[src/rtl/frame_pkg.sv]
// Shared constants, types and state encoding for the SRAM frame reader.
package frame_pkg;

    localparam int unsigned SRAM_PARALLEL = 6;
    localparam int unsigned PIXEL_COLUMN  = 80;
    localparam int unsigned PIXEL_ROW     = 60;
    localparam int unsigned NUM_PIXELS    = PIXEL_COLUMN * PIXEL_ROW;
    localparam int unsigned ADDR_W        = 13;
    localparam int unsigned DATA_W        = 16;

    localparam int unsigned X_W        = 7;
    localparam int unsigned Y_W        = 6;
    localparam int unsigned NUM_GROUPS = NUM_PIXELS / SRAM_PARALLEL;
    localparam int unsigned GRP_W      = $clog2(NUM_GROUPS + 1);
    localparam int unsigned IDX_W      = $clog2(SRAM_PARALLEL);

    typedef logic [DATA_W-1:0] pixel_t;
    typedef logic [ADDR_W-1:0] addr_t;

    typedef enum logic {
        IDLE = 1'b0,
        RUN  = 1'b1
    } reader_state_t;

endpackage

[src/rtl/frame_xy_counter.sv]
// Raster x/y position of the pixel currently on the output stream.
//   i_clk, i_rst : clock, async active-high reset
//   i_clear      : return to (0,0) (frame start)
//   i_advance    : pixel handshake, step to next raster position
//   i_valid      : stream valid, qualifies sof/eof
//   o_x, o_y     : current column / row
//   o_sof, o_eof : first / last pixel of frame on the stream
//   o_last       : position is (79,59), independent of valid
module frame_xy_counter
    import frame_pkg::*;
(
    input  logic           i_clk,
    input  logic           i_rst,
    input  logic           i_clear,
    input  logic           i_advance,
    input  logic           i_valid,
    output logic [X_W-1:0] o_x,
    output logic [Y_W-1:0] o_y,
    output logic           o_sof,
    output logic           o_eof,
    output logic           o_last
);

    logic [X_W-1:0] r_x;
    logic [Y_W-1:0] r_y;
    logic           w_x_end;
    logic           w_y_end;

    assign w_x_end = (r_x == X_W'(PIXEL_COLUMN - 1));
    assign w_y_end = (r_y == Y_W'(PIXEL_ROW - 1));

    // Raster stepping; wraps to (0,0) after the last pixel so looping needs no clear
    always_ff @(posedge i_clk or posedge i_rst) begin
        if (i_rst) begin
            r_x <= '0;
            r_y <= '0;
        end else if (i_clear) begin
            r_x <= '0;
            r_y <= '0;
        end else if (i_advance) begin
            if (w_x_end) begin
                r_x <= '0;
                r_y <= w_y_end ? '0 : r_y + Y_W'(1);
            end else begin
                r_x <= r_x + X_W'(1);
            end
        end
    end

    assign o_x    = r_x;
    assign o_y    = r_y;
    assign o_last = w_x_end & w_y_end;
    assign o_sof  = i_valid & (r_x == '0) & (r_y == '0);
    assign o_eof  = i_valid & o_last;

endmodule

[src/rtl/sram_frame_reader.sv]
// Raster scan of an 80x60 pixel SRAM through 6 parallel read ports into a
// ping-pong group buffer, streamed out one pixel per cycle on valid/ready.
// Optional macro SRAM_FRAME_READER_LOOP_EN: repeat frames until i_stop.
//   i_clk, i_rst        : clock, async active-high reset
//   i_start / i_stop    : begin scan (IDLE only) / end looping after frame
//   o_read_address      : 6 consecutive SRAM addresses (group_base + k)
//   i_read_data         : combinational SRAM data for those addresses
//   o_pixel_*           : pixel stream with x/y and frame markers
//   i_pixel_ready       : stream back-pressure
//   o_busy / o_done     : scan active / one-cycle end-of-frame pulse
module sram_frame_reader
    import frame_pkg::*;
(
    input  logic                                  i_clk,
    input  logic                                  i_rst,
    input  logic                                  i_start,
    input  logic                                  i_stop,
    output logic [SRAM_PARALLEL-1:0][ADDR_W-1:0]  o_read_address,
    input  logic [SRAM_PARALLEL-1:0][DATA_W-1:0]  i_read_data,
    output logic [DATA_W-1:0]                     o_pixel_data,
    output logic [X_W-1:0]                        o_pixel_x,
    output logic [Y_W-1:0]                        o_pixel_y,
    output logic                                  o_pixel_sof,
    output logic                                  o_pixel_eof,
    output logic                                  o_pixel_valid,
    input  logic                                  i_pixel_ready,
    output logic                                  o_busy,
    output logic                                  o_done
);

    reader_state_t    r_state,       w_state_nxt;
    addr_t            r_group_base,  w_group_base_nxt;
    logic [GRP_W-1:0] r_groups,      w_groups_nxt;
    logic [1:0]       r_full,        w_full_nxt;
    logic             r_fill_bank,   w_fill_bank_nxt;
    logic             r_rd_bank,     w_rd_bank_nxt;
    logic [IDX_W-1:0] r_rd_idx,      w_rd_idx_nxt;
    logic             r_done,        w_done_nxt;
    logic             r_stop_seen,   w_stop_seen_nxt;

    logic [1:0][SRAM_PARALLEL-1:0][DATA_W-1:0] r_bank;

    logic w_valid;
    logic w_hs;
    logic w_fetch;
    logic w_last;
    logic w_xy_clear;
    logic w_wrap;

`ifdef SRAM_FRAME_READER_LOOP_EN
    // Keep scanning unless a stop has been requested during this run
    assign w_wrap = ~(r_stop_seen | i_stop);
`else
    assign w_wrap = 1'b0;
`endif

    assign w_valid = r_full[r_rd_bank];
    assign w_hs    = (r_state == RUN) & w_valid & i_pixel_ready;
    assign w_fetch = (r_state == RUN) & ~r_full[r_fill_bank]
                   & (r_groups < GRP_W'(NUM_GROUPS));

    for (genvar k = 0; k < SRAM_PARALLEL; k++) begin : g_addr
        assign o_read_address[k] = r_group_base + ADDR_W'(k);
    end

    frame_xy_counter u_xy (
        .i_clk     (i_clk),
        .i_rst     (i_rst),
        .i_clear   (w_xy_clear),
        .i_advance (w_hs),
        .i_valid   (w_valid),
        .o_x       (o_pixel_x),
        .o_y       (o_pixel_y),
        .o_sof     (o_pixel_sof),
        .o_eof     (o_pixel_eof),
        .o_last    (w_last)
    );

    // Group capture into the empty bank; data is only consumed while its flag is set
    always_ff @(posedge i_clk or posedge i_rst) begin
        if (i_rst) begin
            r_bank <= '0;
        end else if (w_fetch) begin
            r_bank[r_fill_bank] <= i_read_data;
        end
    end

    // State and control registers
    always_ff @(posedge i_clk or posedge i_rst) begin
        if (i_rst) begin
            r_state      <= IDLE;
            r_group_base <= '0;
            r_groups     <= '0;
            r_full       <= '0;
            r_fill_bank  <= 1'b0;
            r_rd_bank    <= 1'b0;
            r_rd_idx     <= '0;
            r_done       <= 1'b0;
            r_stop_seen  <= 1'b0;
        end else begin
            r_state      <= w_state_nxt;
            r_group_base <= w_group_base_nxt;
            r_groups     <= w_groups_nxt;
            r_full       <= w_full_nxt;
            r_fill_bank  <= w_fill_bank_nxt;
            r_rd_bank    <= w_rd_bank_nxt;
            r_rd_idx     <= w_rd_idx_nxt;
            r_done       <= w_done_nxt;
            r_stop_seen  <= w_stop_seen_nxt;
        end
    end

    // Next-state: fetch and drain touch different banks, so both may act in one cycle
    always_comb begin
        w_state_nxt      = r_state;
        w_group_base_nxt = r_group_base;
        w_groups_nxt     = r_groups;
        w_full_nxt       = r_full;
        w_fill_bank_nxt  = r_fill_bank;
        w_rd_bank_nxt    = r_rd_bank;
        w_rd_idx_nxt     = r_rd_idx;
        w_done_nxt       = 1'b0;
        w_stop_seen_nxt  = r_stop_seen;
        w_xy_clear       = 1'b0;

        case (r_state)
            IDLE: begin
                if (i_start) begin
                    w_state_nxt      = RUN;
                    w_group_base_nxt = '0;
                    w_groups_nxt     = '0;
                    w_stop_seen_nxt  = 1'b0;
                    w_xy_clear       = 1'b1;
                end
            end
            RUN: begin
                if (i_stop) begin
                    w_stop_seen_nxt = 1'b1;
                end
                if (w_fetch) begin
                    w_full_nxt[r_fill_bank] = 1'b1;
                    w_fill_bank_nxt         = ~r_fill_bank;
                    // Last group: hold the base at its final value, or wrap to prefetch the next frame
                    if (r_groups == GRP_W'(NUM_GROUPS - 1)) begin
                        if (w_wrap) begin
                            w_group_base_nxt = '0;
                            w_groups_nxt     = '0;
                        end else begin
                            w_groups_nxt = r_groups + GRP_W'(1);
                        end
                    end else begin
                        w_group_base_nxt = r_group_base + ADDR_W'(SRAM_PARALLEL);
                        w_groups_nxt     = r_groups + GRP_W'(1);
                    end
                end
                if (w_hs) begin
                    if (r_rd_idx == IDX_W'(SRAM_PARALLEL - 1)) begin
                        w_full_nxt[r_rd_bank] = 1'b0;
                        w_rd_bank_nxt         = ~r_rd_bank;
                        w_rd_idx_nxt          = '0;
                    end else begin
                        w_rd_idx_nxt = r_rd_idx + IDX_W'(1);
                    end
                    if (w_last) begin
                        w_done_nxt = 1'b1;
                        // Stopping discards any group already prefetched for a next frame
                        if (!w_wrap) begin
                            w_state_nxt      = IDLE;
                            w_group_base_nxt = '0;
                            w_groups_nxt     = '0;
                            w_full_nxt       = '0;
                            w_fill_bank_nxt  = 1'b0;
                            w_rd_bank_nxt    = 1'b0;
                            w_rd_idx_nxt     = '0;
                            w_stop_seen_nxt  = 1'b0;
                        end
                    end
                end
            end
            default: begin
                w_state_nxt = IDLE;
            end
        endcase
    end

    assign o_pixel_valid = w_valid;
    assign o_pixel_data  = r_bank[r_rd_bank][r_rd_idx];
    assign o_busy        = (r_state == RUN);
    assign o_done        = r_done;

endmodule

[config.mk]
export PLATFORM = sky130hd
export DESIGN_NAME = sram_frame_reader
export DESIGN_NICKNAME = d
export VERILOG_FILES = /design/src/rtl/frame_pkg.sv /design/src/rtl/frame_xy_counter.sv /design/src/rtl/sram_frame_reader.sv
export SDC_FILE = /design/constraint.sdc
export NUM_CORES = 1
export LEC_CHECK = 0
export ABC_AREA = 1
export ABC_CLOCK_PERIOD_IN_PS = 7700
export BUFFER_PORTS_ARGS = -buffer_cell sky130_fd_sc_hd__buf_2
export CORE_MARGIN = 4
export CORE_UTILIZATION = 50
export CTS_CLUSTER_DIAMETER = 100
export DETAILED_ROUTE_END_ITERATION = 10
export GPL_TIMING_DRIVEN = 0
export PLACE_DENSITY_LB_ADDON = 0.08
export REMOVE_ABC_BUFFERS = 1
export SETUP_SLACK_MARGIN = 0.02
export SLEW_MARGIN = 20
export SYNTH_ARGS = -nofsm -noshare
export SYNTH_HDL_FRONTEND = slang
export SYNTH_SLANG_ARGS = --single-unit
[constraint.sdc]
create_clock -name i_clk -period 7.7 [get_ports i_clk]
set_clock_uncertainty 0.05 [all_clocks]
set_input_delay 0.385 -clock i_clk [delete_from_list [all_inputs] [get_ports i_clk]]
set_output_delay 0.385 -clock i_clk [all_outputs]
set_load 0.02 [all_outputs]
Word level (Yosys, flattened, before mapping)
Index checks and enable logic that the tools add are counted.

Register bits: 237. Input bits: 101.

$add $sub $neg: 10. Magnitude comparators: 6. Equality and inequality tests: 5. Multiplexer cells: 53. Bitwise gates (word level): 15. Reductions and logical operators: 10.

Operators by type and width (number): 2-to-1 mux 96 bit (3); bitwise mux 192 bit (1); demux 96 bit (select 1 bit) (1); 2-to-1 mux 13 bit (5); binary-select mux 16 bit (select 3 bit) (1); 2-to-1 mux 10 bit (4); adder 13 x 3 -> 13 bit (second input constant) (3); adder 13 x 2 -> 13 bit (second input constant) (2); one-hot mux 13 bit (2 select lines) (1); 2-to-1 mux 6 bit (4); 2-to-1 mux 7 bit (3); one-hot mux 10 bit (2 select lines) (1); 2-to-1 mux 1 bit (18); 2-to-1 mux 16 bit (1); adder 13 x 1 -> 13 bit (second input constant) (1); adder 10 x 1 -> 10 bit (second input constant) (1); equality test 10 bit (second input constant) (1); less-than comparator 10 bit (second input constant) (1); 2-to-1 mux 2 bit (5); AND 1 bit (8); adder 7 x 1 -> 7 bit (second input constant) (1); equality test 7 bit (second input constant) (1); zero test 7 bit (1); adder 6 x 1 -> 6 bit (second input constant) (1); 19 further kinds (30).

Depth between registers and ports, before layout
Gate-level depths: netlist of run 1.

Word-level depth: 11. Mapped depth: 12. Gate-level depth less buffers: 11.

Cells and area by module
Synthesis of run 1 repeated with hierarchy kept, for this count alone.

Cell total of the unflattened synthesis: 1425. Area total of the unflattened synthesis: 12233.0 um^2.

Modules (own cells, without submodules): sram_frame_reader (times used 1, cells each 1313, area each 11377.2 um^2, sequential area each 5580.4 um^2); frame_xy_counter (times used 1, cells each 112, area each 855.8 um^2, sequential area each 325.3 um^2).

Worst setup path before layout of run 1
No wires, ideal clock.

Path type: register to register. Start: reg r_state (netlist: o_busy). End: reg r_bank[32] (netlist name). Setup time: 0.125 ns. Data arrival time: 2.145 ns. Data required time: 7.525 ns. Slack: 5.381 ns. Cell stages (with the launch flop): 12. Buffers on the path: 5. Period minus slack after synthesis: 2.319 ns. Cells stage by stage: dfrtp_1 -> buf_4 -> nand3_1 -> nand2_1 -> nand2_4 -> inv_2 -> buf_4 -> ha_1 -> buf_2 -> buf_2 -> buf_2 -> mux2_2.

Longest elaborated chain between the ends: 2.

Ends and longest elaborated chain: start, declared (line sram_frame_reader.sv:31) `reader_state_t r_state, w_state_nxt;`; start signal, assigned (line sram_frame_reader.sv:101) `r_state <= w_state_nxt;`; AND 1 bit (line sram_frame_reader.sv:59) `assign w_fetch = (r_state == RUN) & ~r_full[r_fill_bank]`; AND 1 bit (line sram_frame_reader.sv:60) `& (r_groups < GRP_W'(NUM_GROUPS));`; end signal, assigned by index (line sram_frame_reader.sv:84) `r_bank[r_fill_bank] <= i_read_data;`; end, declared (line sram_frame_reader.sv:41) `logic [1:0][SRAM_PARALLEL-1:0][DATA_W-1:0] r_bank;`.

Every way passes these cells. A chain may end at the register's enable or synchronous reset.

Worst setup path in the final report of run 1
Start: reg r_rd_idx[1]. End: out o_pixel_data[2].

Longest elaborated chain between the ends: 2.

Ends and longest elaborated chain: start, declared (line sram_frame_reader.sv:37) `logic [IDX_W-1:0] r_rd_idx, w_rd_idx_nxt;`; start signal, assigned (line sram_frame_reader.sv:107) `r_rd_idx <= w_rd_idx_nxt;`; binary-select mux 16 bit (select 3 bit) (line sram_frame_reader.sv:187) `assign o_pixel_data = r_bank[r_rd_bank][r_rd_idx];`; 2-to-1 mux 16 bit (not written as such) (line sram_frame_reader.sv:187); end, declared (line sram_frame_reader.sv:20) `output logic [DATA_W-1:0] o_pixel_data,`.

Every way passes these cells. The select of a mux whose other input is x is not followed.

==> flow_results.org, run 1 <==
** Cells and area
- Excluding fillers, the count of instances in the completed layout stands at 1900.
- Post-layout nets :: about 1700
- Area growth from synthesis to layout :: 16.7%
- Proportion of layout cells with a drive suffix above 1 :: 0.251
- For this run, the share of the core covered by cells in the final layout is 0.591.
- The layout has around 2300 filler cells.
- Sequential cell area :: 5910 µm²
- Cell area after layout :: ~14000 µm²
- Footprint of the multi-input gates :: roughly 5200 µm²

** Setup path
- The critical path starts at r_rd_idx[1].
- For flop-to-flop paths, the worst setup slack is between 4 and 5 ns.
- Along the worst path, the maximum fanout reaches 19.
- By startpoint and endpoint, the worst setup path is classified as register to primary output.
- At the worst endpoint, the required time is 7.26 ns.
- End of the worst register-to-register path :: r_bank[1]
- The worst setup path is launched from a register.
- STA puts the critical path data arrival time at between 3 and 4 ns.
- Kind of end point of the critical path :: primary output
- Origin of the critical flop-to-flop path :: r_fill_bank
- Measured in cells, the most critical reg-to-reg path has a length of 9.

** Global routing
- Entering global routing, the biggest net connects around 100 pins.
- The via count of the first global-routing pass was between 9000 and 10000.
- Global routing usage summed across all routing layers :: 0.221
- Total congestion overflow :: 0
- The initial antenna violation count came to 7.
- Global-route wire length before repair :: 48900 µm

** Synth
- Syn avg cell area :: roughly 8.7 µm²
- Ranked by total cell area, the synthesized netlist is headed by sky130_fd_sc_hd__dfrtp_1 (48%), sky130_fd_sc_hd__mux2_2 (8.8%), sky130_fd_sc_hd__nand2_1 (8.4%).
- Primary flip-flop cell chosen by synthesis mapping :: sky130_fd_sc_hd__dfrtp_1
- Commonest cells in the synthesized netlist :: sky130_fd_sc_hd__nand2_1 (274), sky130_fd_sc_hd__dfrtp_1 (236), sky130_fd_sc_hd__o21ai_0 (204), sky130_fd_sc_hd__inv_1 (150), sky130_fd_sc_hd__mux2_2 (96)
- For this run, asynchronously set or reset flops after synthesis account for 1.00.
- Number of unique standard cell types used by synthesis :: 39
- The largest total area in the synthesized netlist belongs to sky130_fd_sc_hd__dfrtp_1.
- Cell with the most instances after synthesis :: sky130_fd_sc_hd__nand2_1
- After synthesis the cells add up to between 10000 and 15000 µm².
- Yosys printed 0 warnings.
- Synthesis-stage register bit count :: 236
- Area fraction of the dominant cell type after synthesis :: 0.482
- Seq/Total Area, Yosys :: 0.482
- In this run, synthesis inferred 0 flip-flops with an integrated enable.
- In the synthesized netlist, the number of instances is 1413.

** Place
- DP Wirelength :: between 15000 and 20000 µm
- Worst setup slack before clock tree synthesis :: about 4.2 ns
- Buffers on Ports :: ~210
- Cell count after placement :: roughly 1900
- After detailed placement, the total cell area comes to ~13000 µm².
- The congestion estimate from routability-driven global placement came to about 0.85.

** Pwr
- Peak supply drop :: between 0.2 and 0.3 mV
- PD cells :: ~440 nW/µm²
- The share of total power dissipated in the clock network is 0.193.
- The analysis attributes to cell leakage a power of between 6 and 7 nW.
- Flop pwr share :: 0.354
- Post-layout total power :: 6.28 mW
- The internal portion of the total power is 3.66 mW.
- Sw Ratio :: 0.418
- P_sw :: around 2.6 mW
- Of the total power, combinational logic draws 0.454.

** Clocking
- The clock passes through at most 3 buffers.
- Clock slew seen by the registers of the worst setup and hold paths :: 0.06 ns
- Once the clock tree was built, the resizer swapped 0 gates to a different size.
- Number of buffers created by CTS :: 27
- Total clock sinks :: roughly 240
- TritonCTS built the clock tree.
- In this run the clock root is driven by a sky130_fd_sc_hd__clkbuf_16.
- The later pin in the worst-skew pair is clocked with a latency of approximately 0.52 ns.
- Level count of the clock H-tree :: 1

** STA
- Dividing the final minimum period by the clock period gives 0.448.
- Headroom to the max-slew limit came out at 0.350.
- Minimum period implied by the final worst setup slack :: around 3.5 ns
- Finish-stage setup viols :: 0
- Setup TNS :: 0 ns
- Setup repair after global routing left no endpoint under its margin.
- Worst slew pin tran :: 0.969 ns
- Number of endpoints with negative hold slack in the final report :: 0
- Slack of the critical path :: around 4.2 ns
- Final hold analysis gives a worst-case slack of about 0.025 ns.
- Number of max-slew violations in the final report :: 0
- Highest achievable clock rate :: 290 MHz

** Route
- Routed WL per cell :: 15.6 µm
- Total Routed Length :: between 20000 and 30000 µm
- The count of nets left with antenna violations once routing finished came out at 0.
- Drt pass-1 iters :: 5
- The routed layout has 9880 vias.
- Ratio of routed vias to standard cells :: between 5 and 6
- Initial DRC count :: 624
- DRC violations left :: 0

** Hold path
- Startpoint of the tightest hold check path :: i_read_data[13]
- The min-delay analysis places its worst path in the category input port to register.
- The path with the worst hold slack has its endpoint at r_bank[109].
- Counting instances, the worst hold path has a depth of 3.

** Floorplan
- Core area :: 24200 µm²
- The die covers between 20000 and 30000 µm².
- Num rows :: 57
- around 210 I/O pins were placed.
- Effective utilization at floorplan :: 0.507
- From left edge to right edge, the die measures roughly 160 µm.
- Die outline height :: 165 µm

** Run
- # Max-Cap Violations :: 0

** Status
- Outcome :: complete, no violations
## layout make-up
class	instances	area share
flip-flops and latches	236	0.414
multi-input cells	917	0.367
repair buffers	218	0.0898
clock buffers	40	0.0549
inverters	161	0.0432
well taps	324	0.0284
clock inverters	3	0.00324
diodes	1	0.000175
## kinds of logic after synthesis
family                   synth area share
buffers and inverters              0.0937
multiplexers                       0.0883
adder cells (fa/ha/maj)            0.0123
XOR/XNOR                           0.0221
AO/OA/AOI/OAI                       0.137
flip-flops                          0.482
AND/OR/NAND/NOR                     0.164
other                            0.000613
## critical path, cell delays in order, from the launching register on
cell and delay, ns:
sky130_fd_sc_hd__dfrtp_2 0.82, sky130_fd_sc_hd__clkinv_1 0.91, sky130_fd_sc_hd__nand3_1 0.33, sky130_fd_sc_hd__nand3_1 0.11, sky130_fd_sc_hd__nand2_1 0.14, sky130_fd_sc_hd__buf_2 0.18
## how the worst max path moves through the flow
stage / to / slack, ns / cells after the start
finish: o_pixel_data[2] / 4.25 / 5
CTS: o_pixel_data[2] / 3.65 / 5
floorplan: o_busy / 0.79 / 1
global placement: r_bank[60] / -2.28 / 2
detailed placement: o_pixel_data[2] / 4.21 / 5
global route: o_pixel_data[2] / 4.06 / 5
## cells in the final DEF, fill, tap and decap left out, drive strengths merged
cell type / instances
ha: 12
nand2: 285
dlygate4sd3: 4
a21oi: 95
mux2: 96
conb: 6
bufinv: 1
o211ai: 10
nor3: 10
nand3: 88
nor3b: 2
clkinvlp: 1
a211oi: 1
diode: 1
inv: 159
or2: 1
o21bai: 2
nor2: 52
nand4: 9
xor2: 30
clkbuf: 40
o21ai: 211
nor4: 2
buf: 214
dfrtp: 236
clkinv: 3
o22ai: 5
## state kept, by name, summed over array words and instances (netlist names), 2 cells and up
register and count:
r_bank 192, u_xy.o_y 6, r_groups 10, r_rd_idx 3
r_full 2, r_group_base 12, u_xy.o_x 7
## what timing repair did
| action | 4_1_cts | 5_1_grt |
|---|---|---|
| hold endpoints to repair | 54 | 0 |
| setup buffers | 0 | 0 |
| hold buffers | 4 | 0 |
## power by group through the flow
stage / clock network [mW] / registers (mW) / logic [mW]
finish: 1.21 / 2.22 / 2.85
global route: 1.30 / 2.29 / 3.23
CTS: 1.25 / 2.22 / 2.89
detailed placement: 0 / 2.24 / 2.88
global placement: 0 / 2.31 / 2.75
floorplan: 0 / 2.27 / 1.93
## per-layer routing
layer | track usage | vias to the layer above | part of all wire
met5 | 0 | - | 0.0025
met4 | 0.0476 | 12 | 0.016
met3 | 0.0417 | 47 | 0.060
met2 | 0.359 | 213 | 0.46
met1 | 0.312 | 4701 | 0.46
li1 | - | 4907 | -
No activity file was read; power rests on OpenSTA's default activity.
==> run 2: changes to the inputs <==
- ABC_CLOCK_PERIOD_IN_PS: 7700 -> 3100
- clock period: 7.7 -> 3.1 ns (I/O delays scaled with it)
==> run 2 against run 1 <==
Against the previous run: critical endpoint unchanged; die area is the same; utilization is 4.2 points higher; sequential share of layout area down 2.7 points.
==> flow_results.org, run 2 (synthesized netlist as in run 1, its figures left out) <==
** Route
- Ratio of routed vias to standard cells :: 5.14 (-1.1%)
- Routed WL per cell :: 15.5 µm (-0.65%)
- Total via count in the routed design :: 10300 (+4.0%)
- Total Routed Length :: 31000 µm (+4.5%)
- The final routed DRC violation total came to 0 (unchanged).
- The number of search-and-repair iterations in the first detailed-routing pass was 5 (unchanged).
- Final antenna-violating net count :: 0 (unchanged)
- Initial DRC count :: 574 (-8.0%)

** Clocking
- The number of CTS-inserted buffers is 27 (unchanged).
- The clock transition at the register clock pins on the worst setup and hold paths after CTS is 0.06 ns (about the same).
- The tree is rooted in a sky130_fd_sc_hd__clkbuf_16.
- The clock tree buffer depth came to 3 (unchanged).
- CTS tree :: built
- Clock latency reported for the late side of the worst-skew pair :: 0.52 ns (about the same)
- Level count of the clock H-tree :: 1 (unchanged)
- The clock sink count was 236 (unchanged).

** Setup path
- Required time of the critical path :: 2.89 ns (-4.37 ns)
- Critical path launch point type :: register
- End of the worst register-to-register path :: r_bank[9]
- The number of cells on the worst reg-to-reg path came to 9 (unchanged).
- By startpoint and endpoint, the worst setup path is classified as register to primary output.
- The largest fanout of any net on the critical path came to 78 (+59).
- Kind of end point of the critical path :: primary output
- In this run the critical register-to-register path is launched from r_fill_bank.
- Register-to-register setup slack :: 0.25 ns (-4.49 ns)
- The data arrival at the endpoint of the critical path came to 2.71 ns (-0.31 ns).

** Status
- The flow ran to the end, and the final reports show no timing, DRC or antenna violations.

** Cells and area
- Proportion of layout cells with a drive suffix above 1 :: 0.239 (-0.0118)
- Final cell count without fillers :: 1999 (+5.2%)
- The register with the most flip-flops in the final layout is r_bank.
- The final instance area was 15300 µm² (+7.1%).
- From synthesis to final layout, the design area changed by 25.0%.
- Max FFs per register :: 192 (unchanged)
- Post-layout nets :: 1773 (+5.9%)
- Final core area utilization :: 0.633 (+0.0421)
- Most frequent cells in the layout :: sky130_fd_sc_hd__nand2_1 (274), sky130_fd_sc_hd__dfrtp_1 (233), sky130_fd_sc_hd__buf_2 (205), sky130_fd_sc_hd__o21ai_0 (204), sky130_fd_sc_hd__inv_1 (148)
- Largest regs :: r_bank: 192 flops, r_group_base: 12 flops, r_groups: 10 flops
- Most common cell after layout, fill and taps aside :: sky130_fd_sc_hd__nand2_1

** STA
- Number of max-slew violations in the final report :: 0 (unchanged)
- Headroom to the max-slew limit :: 0.339 (-0.0116)
- The number of endpoints failing setup at the final stage is 0 (unchanged).
- Number of endpoints with negative hold slack in the final report :: 0 (unchanged)
- Minimum period implied by the final worst setup slack :: just under 3 ns
- Setup repair after global routing could not meet its margin everywhere.
- Final period utilization :: 0.941
- Highest achievable clock rate :: 343 MHz
- The actual transition at the worst max-transition pin was 0.986 ns (+0.0173 ns).
- Slack of the critical path :: 0.182 ns (-4.07 ns)

** Global routing
- The overall routing resource usage was 0.228 (+0.00670).
- Vias in the first global route :: 10100 (+5.1%)
- The initial antenna violation count was 1 (-6).
- Global-route wire length before repair :: 50700 µm (+3.7%)
- Total congestion overflow :: 0 (unchanged)
- Pin count of the biggest net entering global routing :: 104 (unchanged)

** Place
- Worst setup slack before clock tree synthesis :: -0.155 ns (-4.37 ns)
- Total placed instance area :: 13400 µm² (unchanged)
- The half-perimeter wire length after detailed placement came to 19000 µm (unchanged).
- Placer Congestion :: 0.853 (unchanged)
- Buffers on Ports :: 205 (unchanged)
- The number of placed instances, taps included came to 1852 (unchanged).

** Pwr
- The total power came to 15.8 mW (+150%).
- Pleak :: 7.27 nW (+6.3%)
- The power per unit of standard cell area was 1030 nW/µm² (+140%).
- Peak supply drop :: 0.682 mV (+150%)

** Hold path
- Hold WC Path Type :: input port to asynchronous set/reset pin

** Floorplan
- Effective utilization at floorplan :: 0.507 (unchanged)
- Num rows :: 57 (unchanged)
- The area of the die is 27100 µm² (unchanged).
- Core area :: 24200 µm² (unchanged)
- Die W :: 165 µm (unchanged)
- The top-level port count is 213 (unchanged).
- The die height was 165 µm (unchanged).

** Run
- # Max-Cap Violations :: 0 (unchanged)
## run 2: cell count changes in the layout (fill, tap and decap cells not counted), sizes merged
cell	previous run	this run
dlygate4sd3	4	99
buf	214	218
## run 2: timing repair
action	CTS	global route
hold buffers	99	0
gates cloned	0	0
pin swaps	1	1
endpoints found under the setup margin	16	35
endpoints found under the hold margin	245	0
resized for setup	3	0
setup buffers	2	2
## run 2: worst max-delay path by stage
stage                     cells after the start         endpoint        start
after floorplan                               1           o_busy        i_rst
after global placement                        2       r_bank[60]        i_rst
after detailed placement                      5  o_pixel_data[2]  r_rd_idx[1]
after CTS                                     8  o_pixel_data[2]    r_rd_bank
after global routing                          8  o_pixel_data[2]    r_rd_bank
final                                         8  o_pixel_data[2]    r_rd_bank
## run 2: layer usage
layer | up-vias | global-route usage | routed length [µm]
met2 | 259 | 0.378 | 14500
met3 | 41 | 0.0319 | 1630
met5 | - | 0 | 0
met1 | 4876 | 0.321 | 14400
li1 | 5101 | - | -
met4 | 0 | 0.0491 | 486
## run 2: power by group
group / switching [mW] / internal [mW]
registers: 0.921 / 4.57
logic: 4.50 / 2.84
clock network: 1.20 / 1.81
## run 2: layout make-up
| cell class | instances | area [µm²] |
|---|---|---|
| clock inverters | 3 | 46.3 |
| fillers | 2162 | 8860 |
| well taps | 324 | 405 |
| repair buffers | 317 | 2300 |
| inverters | 161 | 621 |
| multi-input cells | 917 | 5240 |
| diodes | 1 | 2.50 |
| clock buffers | 40 | 785 |
| flip-flops and latches | 236 | 5910 |
## run 2: stage by stage
| step | hold WS [ns] | TNS [ns] |
|---|---|---|
| after floorplan | 0.222 | -1078.97 |
| after global placement | 0.319 | -2235.91 |
| after detailed placement | 0.145 | -1.14 |
| after CTS | 0.140 | 0 |
| after global routing | 0.177 | 0 |
| final | 0.125 | 0 |
## run 2: worst max-delay path, cell delays in order (launching register included)
cell and delay (ns):
sky130_fd_sc_hd__dfrtp_4 0.65, sky130_fd_sc_hd__buf_16 0.28, sky130_fd_sc_hd__inv_6 0.45, sky130_fd_sc_hd__a21oi_1 0.15, sky130_fd_sc_hd__o21ai_0 0.10, sky130_fd_sc_hd__nand3_1 0.09
sky130_fd_sc_hd__nand3_1 0.12, sky130_fd_sc_hd__nand2_1 0.14, sky130_fd_sc_hd__buf_2 0.18
==> run 3: changes to the inputs <==
- CELL_PAD_IN_SITES_DETAIL_PLACEMENT: default -> 1
- CELL_PAD_IN_SITES_GLOBAL_PLACEMENT: default -> 2
- CORE_UTILIZATION: 50 -> 31
- SKIP_LAST_GASP: default -> 1
==> run 3 against run 2 <==
Against the previous run: non-clock buffer count unchanged; critical path depth up 1; design area up 3.1%; sequential share of layout area down 1.1 points; global-route usage down 4.8 points; count of clock-buffer cells in the layout up 6; worst setup slack better by 0.058 ns; sequential power up 1%; die area up 58%; highest routed layer is now met5.
==> flow_results.org, run 3 (synthesized netlist as in run 1, its figures left out) <==
** Cells and area
- The register with the most flip-flops in the final layout is r_bank.
- The final layout net count came to 1776 (+0.17%).
- In the final layout, the registers with the most flip-flops are r_bank: 192 flops, r_group_base: 12 flops, r_groups: 10 flops.
- Leaving out fill and tap cells, the most frequent cells in the layout are sky130_fd_sc_hd__nand2_1 (274), sky130_fd_sc_hd__dfrtp_1 (233), sky130_fd_sc_hd__buf_2 (205), sky130_fd_sc_hd__o21ai_0 (204), sky130_fd_sc_hd__inv_1 (148).
- Leaving out fill and tap cells, the most frequent cell in the layout is sky130_fd_sc_hd__nand2_1.
- Area growth from synthesis to layout :: 28.8%
- The final instance area is 15800 µm² (+3.1%).
- The final cell count without fillers is 2204 (+10%).
- Proportion of layout cells with a drive suffix above 1 :: 0.243 (+0.00452)
- Fill cell instance count of the final layout :: 4590 (+110%)
- The flip-flop count of the largest register, all copies and words added is 192 (unchanged).

** Pwr
- The internal power contribution came to 9.71 mW (+5.3%).
- Pleak :: 7.38 nW (+1.5%)
- The largest voltage drop on the vdd net came to 0.459 mV (-33%).
- The proportion of total power due to net switching is 0.421 (+0.00334).
- The power per unit of standard cell area is 1060 nW/µm² (+2.8%).
- The net switching power came to 7.07 mW (+6.8%).
- The portion of total power attributed to the clock network came to 0.220 (+0.030).
- Flop pwr share :: 0.331 (-0.015)
- The combinational power share is 0.449 (-0.015).

** Clocking
- The clock sink count is 236 (unchanged).
- The count of H-tree levels built during CTS came to 1 (unchanged).
- Clock latency reported for the late side of the worst-skew pair :: 0.56 ns (+0.04 ns)
- The number of CTS-inserted buffers came to 30 (+11%).
- CTS tree :: built
- Clock Path Buffers :: 3 (unchanged)
- The clock transition at the register clock pins on the worst setup and hold paths after CTS is 0.06 ns (about the same).
- Root buf cell :: sky130_fd_sc_hd__clkbuf_16

** STA
- The share of the clock period used by the worst path after layout came to 0.923 (-0.0187).
- The relative max-transition margin is 0.361 (+0.0224).
- Hold_ws :: 0.171 ns (+0.0460 ns)
- Slack of the critical path :: 0.240 ns (+0.0580 ns)
- The number of max-slew violations in the final report came to 0 (unchanged).
- The number of endpoints failing setup at the final stage was 0 (unchanged).
- Setup repair after global routing left no endpoint under its margin.
- Highest achievable clock rate :: 350 MHz (+2.0%)
- The actual transition at the worst max-transition pin came to 0.955 ns (-0.0310 ns).
- The count of endpoints failing hold in the final timing report was 0 (unchanged).
- The post-route setup TNS came to 0 ns (unchanged).
- The minimum clock period after layout was 2.86 ns (-0.0580 ns).

** Setup path
- The largest fanout of any net on the critical path was 47 (-40%).
- STA classifies the critical path endpoint as a register.
- In this run the critical register-to-register path is captured at r_bank[79].
- Required time of the critical path :: 3.51 ns (+0.62 ns)
- Register-to-register setup slack :: 0.24 ns (about the same)
- Critical path launch point type :: register
- Origin of the critical flop-to-flop path :: r_fill_bank
- Start-to-end type of the worst setup path :: register to register
- Cell count of the worst reg-to-reg path :: 9 (unchanged)
- The data arrival at the endpoint of the critical path was 3.27 ns (+0.56 ns).

** Route
- Drt pass-1 iters :: 6 (+1)
- The first-iteration detailed-routing DRC count is 378 (-34%).
- The total via count in the routed design was 10400 (+1.6%).
- Total Routed Length :: 38700 µm (+25%)
- The average vias per placed instance is 4.74 (-7.8%).
- Routed met2 length :: 18200 µm (+25%)
- The detailed route wirelength on metal3 was 1470 µm (-10%).
- The final routed DRC violation total came to 0 (unchanged).
- Max Used Layer :: met5
- The number of antenna-violating nets in the routed design is 0 (unchanged).
- Length of routed wiring on met1 :: 18400 µm (+28%)
- The routed wirelength normalized by instance count came to 17.5 µm (+13%).

** Floorplan
- The die height came to 207 µm (+26%).
- The standard-cell row count is 72 (+26%).
- The area of the die is 42800 µm² (+58%).
- Core area :: 38800 µm² (+61%)
- The starting density of the core was 0.315 (-0.191).
- The die span in x came to 207 µm (+26%).
- IO Pins :: 213 (unchanged)

** Place
- Buffers on Ports :: 205 (unchanged)
- Total placed instance area :: 13600 µm² (+1.7%)
- The number of placed instances, taps included came to 2045 (+10%).
- The post-placement worst setup slack was -0.0385 ns (+0.117 ns).
- The weighted congestion reported at the end of routability-driven placement is 0.747 (-12%).
- The half-perimeter wire length after detailed placement was 23900 µm (+26%).

** Global routing
- The via count of the first global-routing pass is 11300 (+12%).
- Global routing usage summed across all routing layers :: 0.180 (-0.0481)
- Antenna violations before repair :: 4 (+3)
- The total congestion overflow after global routing came to 0 (unchanged).
- Pin count of the biggest net entering global routing :: 83 (-20%)
- Global-route wire length before repair :: 61800 µm (+22%)

** Hold path
- The min-delay analysis places its worst path in the category input port to asynchronous set/reset pin.

** Run
- The max capacitance violation total is 0 (unchanged).

** Status
- Outcome :: complete, no violations
-- run 3: final cells by class --
class                   instances  area (µm²)  area share
diodes                          2        5.00    0.000317
clock buffers                  46         891      0.0564
clock inverters                 7         146     0.00928
inverters                     161         631      0.0400
multi-input cells             917        5240       0.332
flip-flops and latches        236        5910       0.375
well taps                     518         648      0.0411
repair buffers                317        2300       0.146
-- run 3: worst max-delay path, stage by stage (launching register included) --
cell                      delay [ns]
sky130_fd_sc_hd__dfrtp_1        0.43
sky130_fd_sc_hd__inv_1          0.19
sky130_fd_sc_hd__nand3_1        0.10
sky130_fd_sc_hd__nand2_1        0.16
sky130_fd_sc_hd__nand2_4        0.12
sky130_fd_sc_hd__inv_2          0.31
sky130_fd_sc_hd__ha_4           0.43
sky130_fd_sc_hd__buf_16         0.29
sky130_fd_sc_hd__buf_12         0.26
sky130_fd_sc_hd__mux2_2         0.36
-- run 3: how the worst max path moves through the flow --
| stage | startpoint | to | cells after the start |
|---|---|---|---|
| final | r_fill_bank | r_bank[79] | 9 |
| after global routing | r_fill_bank | r_bank[79] | 9 |
| after CTS | r_rd_bank | o_pixel_data[1] | 7 |
| after detailed placement | r_fill_bank | r_bank[10] | 9 |
| after global placement | i_rst | r_bank[95] | 2 |
| after floorplan | i_rst | o_busy | 1 |
-- run 3: timing repair --
item                                    4_1_cts  5_1_grt
gates cloned                                  0        0
hold buffers                                 99        0
endpoints found under the setup margin       30       24
setup buffers                                 4        1
endpoints found under the hold margin       267        0
pin swaps                                     2        1
gates resized for setup                       1        4
-- run 3: routing by layer --
metal	vias to the layer above	global-route usage
li1	5096	-
met1	5143	0.244
met2	158	0.307
met3	45	0.0298
met4	4	0.0302
met5	-	0
-- run 3: power by group through the flow --
stage / clock network [mW] / registers [mW] / logic, mW
after global routing: 3.93 / 5.78 / 8.52
after global placement: 0 / 5.83 / 7.11
after CTS: 3.80 / 5.58 / 7.69
after floorplan: 0 / 5.63 / 4.80
final: 3.69 / 5.56 / 7.54
after detailed placement: 0 / 5.66 / 7.38
-- run 3: stage by stage --
| step | total power, mW | utilization |
|---|---|---|
| 6_report | 16.8 | 0.406 |
| 5_1_grt | 18.2 | 0.406 |
| 4_1_cts | 17.1 | 0.406 |
| 3_5_place_dp | 13.0 | 0.351 |
| 3_3_place_gp | 12.9 | 0.345 |
| 2_1_floorplan | 10.4 | - |
